`src/rtl/alarmclock_multi.sv`:
```
// alarmclock_multi: BCD HH:MM clock with a binary seconds counter, N_ALARMS alarm slots,
// a ring auto-timeout and an optional snooze.
// Optional feature macro: ALARMCLOCK_MULTI_SNOOZE_EN adds the SNOOZE state and snooze counter.
// Without it the snooze input is ignored.
// Ports:
//   alarmclock_multi_clk / _rst : clock, synchronous active-high reset
//   alarmclock_multi_en         : timekeeping enable (freezes prescaler and all second counters)
//   alarmclock_multi_set_time   : pulse, load time from set_val (invalid BCD ignored)
//   alarmclock_multi_set_alarm  : pulse, load slot sel from set_val (invalid BCD or sel ignored)
//   alarmclock_multi_sel        : alarm slot index
//   alarmclock_multi_set_val    : BCD HH:MM
//   alarmclock_multi_alarm_en   : per-slot arm bits
//   alarmclock_multi_snooze     : pulse, snooze a ringing alarm
//   alarmclock_multi_dismiss    : pulse, silence the alarm (wins over snooze)
//   alarmclock_multi_time       : current BCD HH:MM
//   alarmclock_multi_sec        : current seconds, binary
//   alarmclock_multi_tick       : one-cycle pulse per second
//   alarmclock_multi_ring       : alarm sounding
//   alarmclock_multi_ring_id    : slot that caused the ring
module alarmclock_multi #(
  parameter int unsigned TICK_DIV   = 100000000,
  parameter int unsigned N_ALARMS   = 4,
  parameter int unsigned SNOOZE_MIN = 5,
  parameter int unsigned RING_SEC   = 60,
  localparam int unsigned SW = (N_ALARMS > 1) ? $clog2(N_ALARMS) : 1
) (
  input  logic                alarmclock_multi_clk,
  input  logic                alarmclock_multi_rst,
  input  logic                alarmclock_multi_en,
  input  logic                alarmclock_multi_set_time,
  input  logic                alarmclock_multi_set_alarm,
  input  logic [SW-1:0]       alarmclock_multi_sel,
  input  logic [15:0]         alarmclock_multi_set_val,
  input  logic [N_ALARMS-1:0] alarmclock_multi_alarm_en,
  input  logic                alarmclock_multi_snooze,
  input  logic                alarmclock_multi_dismiss,
  output logic [15:0]         alarmclock_multi_time,
  output logic [5:0]          alarmclock_multi_sec,
  output logic                alarmclock_multi_tick,
  output logic                alarmclock_multi_ring,
  output logic [SW-1:0]       alarmclock_multi_ring_id
);

  localparam int unsigned PrescW = (TICK_DIV > 1) ? $clog2(TICK_DIV) : 1;
`ifdef ALARMCLOCK_MULTI_SNOOZE_EN
  localparam int unsigned CntMax = (SNOOZE_MIN * 60 > RING_SEC) ? SNOOZE_MIN * 60 : RING_SEC;
`else
  localparam int unsigned CntMax = RING_SEC;
`endif
  localparam int unsigned CntW = $clog2(CntMax + 1);
  localparam logic [CntW-1:0] RingLoad = CntW'(RING_SEC);

`ifdef ALARMCLOCK_MULTI_SNOOZE_EN
  localparam logic [CntW-1:0] SnoozeLoad = CntW'(SNOOZE_MIN * 60);
  typedef enum logic [1:0] {StIdle, StRing, StSnooze} state_e;
`else
  typedef enum logic [0:0] {StIdle, StRing} state_e;
`endif

  state_e          state_q, state_d;
  logic [PrescW-1:0] presc_q;
  logic [15:0]     time_q, time_inc;
  logic [5:0]      sec_q;
  logic [15:0]     slot_q [N_ALARMS];
  logic [CntW-1:0] cnt_q, cnt_d;
  logic [SW-1:0]   ring_id_q, ring_id_d;
  logic [SW-1:0]   match_id;
  logic            tick, set_time_ok, set_alarm_ok, rollover, match, disarm;

  function automatic logic bcd_valid(input logic [15:0] v);
    return (v[15:12] <= 4'd2) && (v[11:8] <= 4'd9) && (v[7:4] <= 4'd5) &&
           (v[3:0] <= 4'd9) && (v[15:8] <= 8'h23);
  endfunction

  assign tick         = alarmclock_multi_en && (presc_q == PrescW'(TICK_DIV - 1));
  assign set_time_ok  = alarmclock_multi_set_time && bcd_valid(alarmclock_multi_set_val);
  assign set_alarm_ok = alarmclock_multi_set_alarm && bcd_valid(alarmclock_multi_set_val) &&
                        (32'(alarmclock_multi_sel) < N_ALARMS);
  // A valid set_time suppresses the rollover, so loading a time can never trigger a match.
  assign rollover     = tick && !set_time_ok && (sec_q == 6'd59);
  assign disarm       = !alarmclock_multi_alarm_en[ring_id_q];

  // Next HH:MM after a minute rollover, in BCD.
  always_comb begin
    time_inc = time_q;
    if (time_q[3:0] != 4'd9) begin
      time_inc[3:0] = time_q[3:0] + 4'd1;
    end else begin
      time_inc[3:0] = 4'd0;
      if (time_q[7:4] != 4'd5) begin
        time_inc[7:4] = time_q[7:4] + 4'd1;
      end else begin
        time_inc[7:4] = 4'd0;
        if (time_q[15:8] == 8'h23) begin
          time_inc[15:8] = 8'h00;
        end else if (time_q[11:8] != 4'd9) begin
          time_inc[11:8] = time_q[11:8] + 4'd1;
        end else begin
          time_inc[11:8]  = 4'd0;
          time_inc[15:12] = time_q[15:12] + 4'd1;
        end
      end
    end
  end

  // Downward scan so the lowest armed matching slot is the one left in match_id.
  always_comb begin
    match    = 1'b0;
    match_id = '0;
    for (int i = int'(N_ALARMS) - 1; i >= 0; i--) begin
      if (alarmclock_multi_alarm_en[i] && (slot_q[i] == time_inc)) begin
        match    = 1'b1;
        match_id = SW'(i);
      end
    end
  end

  // Timekeeping and alarm slot storage.
  always_ff @(posedge alarmclock_multi_clk) begin
    if (alarmclock_multi_rst) begin
      presc_q <= '0;
      time_q  <= 16'h0000;
      sec_q   <= 6'd0;
      for (int i = 0; i < int'(N_ALARMS); i++) begin
        slot_q[i] <= 16'h0000;
      end
    end else begin
      if (alarmclock_multi_en) begin
        presc_q <= tick ? '0 : presc_q + 1'b1;
      end
      if (set_time_ok) begin
        time_q  <= alarmclock_multi_set_val;
        sec_q   <= 6'd0;
        presc_q <= '0;
      end else if (tick) begin
        if (sec_q == 6'd59) begin
          sec_q  <= 6'd0;
          time_q <= time_inc;
        end else begin
          sec_q <= sec_q + 6'd1;
        end
      end
      if (set_alarm_ok) begin
        slot_q[alarmclock_multi_sel] <= alarmclock_multi_set_val;
      end
    end
  end

  // FSM state register.
  always_ff @(posedge alarmclock_multi_clk) begin
    if (alarmclock_multi_rst) begin
      state_q   <= StIdle;
      cnt_q     <= '0;
      ring_id_q <= '0;
    end else begin
      state_q   <= state_d;
      cnt_q     <= cnt_d;
      ring_id_q <= ring_id_d;
    end
  end

  // FSM next state; cnt_q counts seconds left in RING or SNOOZE.
  always_comb begin
    state_d   = state_q;
    cnt_d     = cnt_q;
    ring_id_d = ring_id_q;
    case (state_q)
      StIdle: begin
        if (rollover && match) begin
          state_d   = StRing;
          cnt_d     = RingLoad;
          ring_id_d = match_id;
        end
      end
      StRing: begin
        if (alarmclock_multi_dismiss || disarm) begin
          state_d = StIdle;
`ifdef ALARMCLOCK_MULTI_SNOOZE_EN
        end else if (alarmclock_multi_snooze) begin
          state_d = StSnooze;
          cnt_d   = SnoozeLoad;
`endif
        end else if (tick) begin
          if (cnt_q == CntW'(1)) state_d = StIdle;
          cnt_d = cnt_q - 1'b1;
        end
      end
`ifdef ALARMCLOCK_MULTI_SNOOZE_EN
      StSnooze: begin
        if (alarmclock_multi_dismiss || disarm) begin
          state_d = StIdle;
        end else if (tick) begin
          if (cnt_q == CntW'(1)) begin
            state_d = StRing;
            cnt_d   = RingLoad;
          end else begin
            cnt_d = cnt_q - 1'b1;
          end
        end
      end
`endif
      default: state_d = StIdle;
    endcase
  end

  // FSM outputs.
  always_comb begin
    alarmclock_multi_ring = (state_q == StRing);
  end

  assign alarmclock_multi_ring_id = ring_id_q;
  assign alarmclock_multi_time    = time_q;
  assign alarmclock_multi_sec     = sec_q;
  assign alarmclock_multi_tick    = tick;

endmodule

```
`config.mk`:
```
export PLATFORM = sky130hd
export DESIGN_NAME = alarmclock_multi
export DESIGN_NICKNAME = d
export VERILOG_FILES = /design/src/rtl/alarmclock_multi.sv
export SDC_FILE = /design/constraint.sdc
export NUM_CORES = 1
export LEC_CHECK = 0
export CORE_MARGIN = 8
export CORE_UTILIZATION = 50
export CTS_BUF_LIST = sky130_fd_sc_hd__clkbuf_16
export CTS_CLUSTER_DIAMETER = 80
export DETAILED_ROUTE_END_ITERATION = 12
export PLACE_DENSITY = 0.81
export SKIP_CTS_REPAIR_TIMING = 1
export SKIP_LAST_GASP = 1
export SYNTH_ARGS = -nofsm -noshare
export SYNTH_HDL_FRONTEND = slang
export SYNTH_SLANG_ARGS = --single-unit
```
`constraint.sdc`:
```
create_clock -name alarmclock_multi_clk -period 5 [get_ports alarmclock_multi_clk]
set_clock_uncertainty 0.2 [all_clocks]
set_input_delay 0.5 -clock alarmclock_multi_clk [delete_from_list [all_inputs] [get_ports alarmclock_multi_clk]]
set_output_delay 0.5 -clock alarmclock_multi_clk [all_outputs]
set_load 0.03 [all_outputs]
```
======== After elaboration in Yosys (flattened, before gate mapping) ========
Memory sizes are Yosys's and may differ from the RTL's.
Cells that the tools add are included.
storage, ports and cells
  bits in registers ....................... 58
  latch bits .............................. 0
  RAM bits ................................ 64
  memory bits (read-only) ................. 0
  input port bits ......................... 29
  memories kept ........................... 1
operators by class
  $add $sub $neg .......................... 7
  multipliers ............................. 0
  div/mod/pow operators ................... 0
  $lt $le $gt $ge ......................... 6
  equal/unequal tests ..................... 14
  shift operators ......................... 0
  multiplexer cells ....................... 39
  bitwise operators ....................... 1
  reduce and logical (&&, ||, !) cells .... 24
memories
  memory  depth  width  rd ports  clocked after Yosys merged registers in  write ports  line  RTL
  slot_q  4      16     4         0                                        4            64    logic [15:0] slot_q [N_ALARMS];
operator list
  kind                   count
  $eq 16x16->1           4
  $mux 16                4
  $add 27x1->27 const B  1
  $eq 27x27->1 const B   1
  $mux 27                1
  $mux 6                 4
  $add 4x1->4 const B    4
  $mux 4                 4
  $mux 8                 2
  $reduce_or 16->1       1
  $mux 1                 15
  $logic_and 1x1->1      14
  $mux 12                1
  $pmux 6 s2             1
  $mux 2                 5
  $eq 8x6->1 const B     1
  $le 4x4->1 const B     2
  $le 8x6->1 const B     1
  $ne 4x4->1 const B     2
  $add 6x1->6 const B    1
  $eq 6x1->1 const B     1
  $eq 6x6->1 const B     1
  $sub 6x1->6 const B    1
  $le 4x2->1 const B     1
  other kinds (14)       18

======== Depth between registers and ports, before layout ========
  depth after elaboration ................. 14
  gate-level depth with buffers ........... 13
  gate-level depth less buffers ........... 10

======== Worst setup path after synthesis ========
Ideal clock, no wire load.
  kind .................................... flip-flop to flip-flop
  start point ............................. reg time_q[5] (netlist: alarmclock_multi_time[5])
  end point ............................... reg cnt_q[1]
  setup time .............................. 0.069 ns
  data arrival time ....................... 2.971 ns
  path slack .............................. 1.760 ns
  stages on the path, launching flop included .. 13
  period minus slack after synthesis ...... 3.240 ns
  cell sequence ........................... dfxtp_1 > clkbuf_2 > inv_1 > ha_1 > buf_2 > nor2b_1 > o21ai_0 > mux2_2 > nand3_1 > nor4_1 > and4_1 > or4_1 > o21ai_1
between the ends
  longest elaborated chain between the ends .. 12
  elaborated cells between the ends (all ways) .. 20
  classes of those cells .................. add/sub (1); eq/ne (6); mux (7); reduce/logical (6)
RTL lines
  item                                       line    RTL
  start, declared                            62      logic [15:0] time_q, time_inc;
  start signal, assigned                     132     time_q <= alarmclock_multi_set_val;
  start signal, assigned                     138     time_q <= time_inc;
  $add 4x1->4 or $ne 4x3->1 (tied branches)  91, 90
  $mux 4 or $mux 8 (tied branches)           90      if (time_q[7:4] != 4'd5) begin
  $mux 12 *                                  86      if (time_q[3:0] != 4'd9) begin
  $eq 16x16->1                               111     if (alarmclock_multi_alarm_en[i] && (slot_q[i] == time_inc)) begin
  $logic_and 1x1->1                          111
  $mux 1 (3 in series)                       111
  $mux 1 *                                   111
  $logic_and 1x1->1 *                        169     if (rollover && match) begin
  $ne 2x2->1 (no source line) *              --
  $reduce_and 3->1 (no source line) *        --
  end signal, assigned                       157     cnt_q <= cnt_d;
  end, declared                              65      logic [CntW-1:0] cnt_q, cnt_d;
Every way passes the cells marked *; elsewhere a longest branch is shown, timed or not.
A chain may end at the register's enable or synchronous reset.

======== Worst setup path after layout ========
  start point ............................. reg time_q[5] (netlist: alarmclock_multi_time[5])
  end point ............................... reg cnt_q[5]
The elaborated chain is that of the path after synthesis.

==> results.json <==
{
  "outcome": "completed",
  "pre_cts_slack_ps": 1010,
  "antenna_found_initial": 0,
  "synthToLayoutAreaGrowth_pct": 17.2,
  "nFillCells": 1199,
  "max-slew-margin-rel_pct": 29.1,
  "power.density_mw_per_mm2": 290,
  "initial_core_util_pct": 51.2,
  "num_rows": 44,
  "seqCellArea_sq_mm": 0.00308,
  "wl_met1_um": 9140,
  "synth_cell_types": 78,
  "synth_area_leader_cell": "edfxtp_1",
  "required_ps": 5090,
  "hold_path_class": "flop to flop",
  "nNetsFinal": 908,
  "fin_cells": 1066,
  "grt_pass1_vias": 6169,
  "root_buffer": "clkbuf_16",
  "path_clk_slew_ps": 60,
  "wl_met3_um": 2000,
  "dr.max_layer_used": "met4",
  "syn_area_sq_mm": 0.00746,
  "clk_latency_ps": 420,
  "place_inst": 1034,
  "cp_top_family": "simple AND/OR/NAND/NOR gates",
  "place_area_sq_mm": 0.00815,
  "die_x_um": 138,
  "core_sq_mm": 0.0146,
  "synth_seq_cells": 122,
  "viasPerCell": 6.12,
  "drv_cap": 0,
  "rsz0062_at_grt": "false",
  "ios": 55,
  "tightest_slew_ps": 1060,
  "hp-start": "presc_q[7]$_SDFFE_PP0P_",
  "drc": 0,
  "setup.worst_path.class": "flop to flop",
  "fin_setup_tns_ps": 0,
  "finalSetupViolCount": 0,
  "wl_met2_um": 9150,
  "htreeDepth": 4,
  "drt-wirelength-per-cell_um": 19.6,
  "cts_tree": "built",
  "hpwl_um": 14700,
  "hold_viol_final": 0,
  "cts_made_buffers": 17,
  "synth_top_area_share_pct": 25.7,
  "grt_max_degree": 27,
  "final_max_slew_viol_count": 0,
  "endpoint_kind": "flop",
  "cts_sinks": 122,
  "path_cells": "inv_1 -> ha_1 -> and3b_1 -> nand2_1 -> a22oi_2 -> xnor2_1 -> nor4_1 -> and4_1 -> o41ai_2 -> o21ai_1",
  "die_area_sq_mm": 0.0191,
  "postSynth.asyncResetShare_pct": 0,
  "cp.buffers_inverters": 1,
  "wl_um": 20900,
  "leakage_nw": 3.03,
  "postSynthAreaPerCell_sq_um": 9.15,
  "ys_top_cells_by_area": "edfxtp_1, dfxtp_1, xnor2_1, and2_1, xor2_1",
  "setup_ws_ps": 967,
  "groute.usage.overall_pct": 21.6,
  "drtAntennaViolNets": 0,
  "crit_arrival_ps": 4120,
  "die_h_um": 138,
  "vias": 6520,
  "globalplace.congestion": 0.946,
  "synth_edf_count": 64,
  "crit_fanout": 12,
  "netlist_instances": 816,
  "multi_input_area_sq_mm": 0.00418,
  "fmax_ghz": 0.248,
  "finalInstanceArea_sq_mm": 0.00875,
  "ys_seq_area_share_pct": 41.3,
  "portBuffers": 53,
  "overflow": 0,
  "drt_first_iter_violations": 616,
  "layout-drive-gt1-share_pct": 8.16,
  "worstReg2RegStart": "alarmclock_multi_time[5]$_SDFFE_PP0P_",
  "ys_warn_count": 0,
  "cts_buffer_depth": 2,
  "crit_path_start_kind": "flop",
  "ir_worst_vdd_mv": 0.234,
  "grt_pass1_wl_um": 33200,
  "antenna_cells": 0,
  "slowest_stage": "and3b_1",
  "synth.most_common_cell": "nor2_1",
  "final.min_clock_period_ps": 4030,
  "drt_first_pass_iters": 5,
  "power.total_mw": 2.54,
  "ys_top_cells_by_count": "nor2_1, edfxtp_1, nand2_1",
  "dominantRegCellSynth": "edfxtp_1",
  "fin_crit_sh_pct": 80.7,
  "cpPeakStageDelay_ps": 590,
  "startpoint": "alarmclock_multi_time[5]$_SDFFE_PP0P_"
}
power breakdown:
group,internal (mW),leakage [nW],switching (mW)
Sequential,1.09,1.08,0.0264
Combinational,0.0667,1.66,0.0958
Clock,0.782,0.283,0.475
Total,1.94,3.03,0.597
cell type report:
| class | instances | share of cell area, % |
|---|---|---|
| Clock inverter | 15 | 1.97 |
| Inverter | 18 | 0.772 |
| Clock buffer | 17 | 4.86 |
| Sequential cell | 122 | 35.2 |
| Timing Repair Buffer | 62 | 6.83 |
| Multi-Input combinational cell | 648 | 47.7 |
| Tap cell | 184 | 2.63 |
flip-flops by register name (all words and copies together), names as in the netlist:
signal / cells
alarmclock_multi_time: 16
alarmclock_multi_ring_id: 2
cnt_q: 6
slot_q: 64
alarmclock_multi_sec: 6
presc_q: 27
alarmclock_multi_ring: 1
final timing paths:
| kind | endpoint | slack, ps | cells past startpoint |
|---|---|---|---|
| worst max-delay path | cnt_q[5]$_SDFFE_PP0P_ | 970 | 10 |
| worst min-delay path | presc_q[7]$_SDFFE_PP0P_ | 290 | 2 |
| worst max register to register | cnt_q[5]$_SDFFE_PP0P_ | 970 | 10 |
| worst min register to register | presc_q[7]$_SDFFE_PP0P_ | 290 | 2 |
layer usage:
metal	up-vias	track usage (%)
li1	3083	-
met1	3055	28.3
met3	55	6.47
met2	327	32.0
met5	-	0
met4	0	9.95
cells in the final DEF, fill, tap and decap left out, types with 10 or more instances in the layout:
master / netlist / routed
inv_1: 17 / 17
nor4_1: 20 / 20
edfxtp_1: 64 / 64
xnor2_1: 43 / 43
dfxtp_1: 58 / 58
o21ai_0: 30 / 30
nand2_1: 61 / 61
and2_1: 54 / 54
and3_1: 12 / 12
nand4_1: 23 / 23
clkbuf_16: 0 / 17
nor2b_1: 13 / 13
xor2_1: 34 / 34
conb_1: 1 / 12
a21oi_1: 30 / 30
nor3_1: 26 / 26
clkdlybuf4s50_1: 0 / 53
nor2_1: 70 / 70
nand3_1: 41 / 41
ha_1: 10 / 10
worst reg2reg max path, cell delays in order, from the launching register on:
cell     delay (ps)
dfxtp_1         440
inv_1           140
ha_1            370
and3b_1         590
nand2_1         390
a22oi_2         480
xnor2_1         290
nor4_1          110
and4_1          250
o41ai_2         510
o21ai_1         120
metrics by stage:
stage,hold WS [ps],utilization [%]
4_1_cts,288,60.0
3_5_place_dp,280,55.9
6_report,288,60.0
3_3_place_gp,270,55.9
5_1_grt,313,60.0
2_1_floorplan,253,-
cell families (layout without fill, tap and decap cells):
kind of cell	count (synthesis)	after routing	share of synthesized area, %
DFF	122	122	41.3
xor gates and xnor gates	78	78	9.34
other	1	12	0.0502
muxes	10	10	1.56
adders and majority gates	10	10	1.68
buffers and inverters	57	112	3.49
AOI/OAI and AO/OA	140	140	12.5
and+or+nand+nor	398	398	30.1
Note: power is estimated with default switching activity, not from simulation.
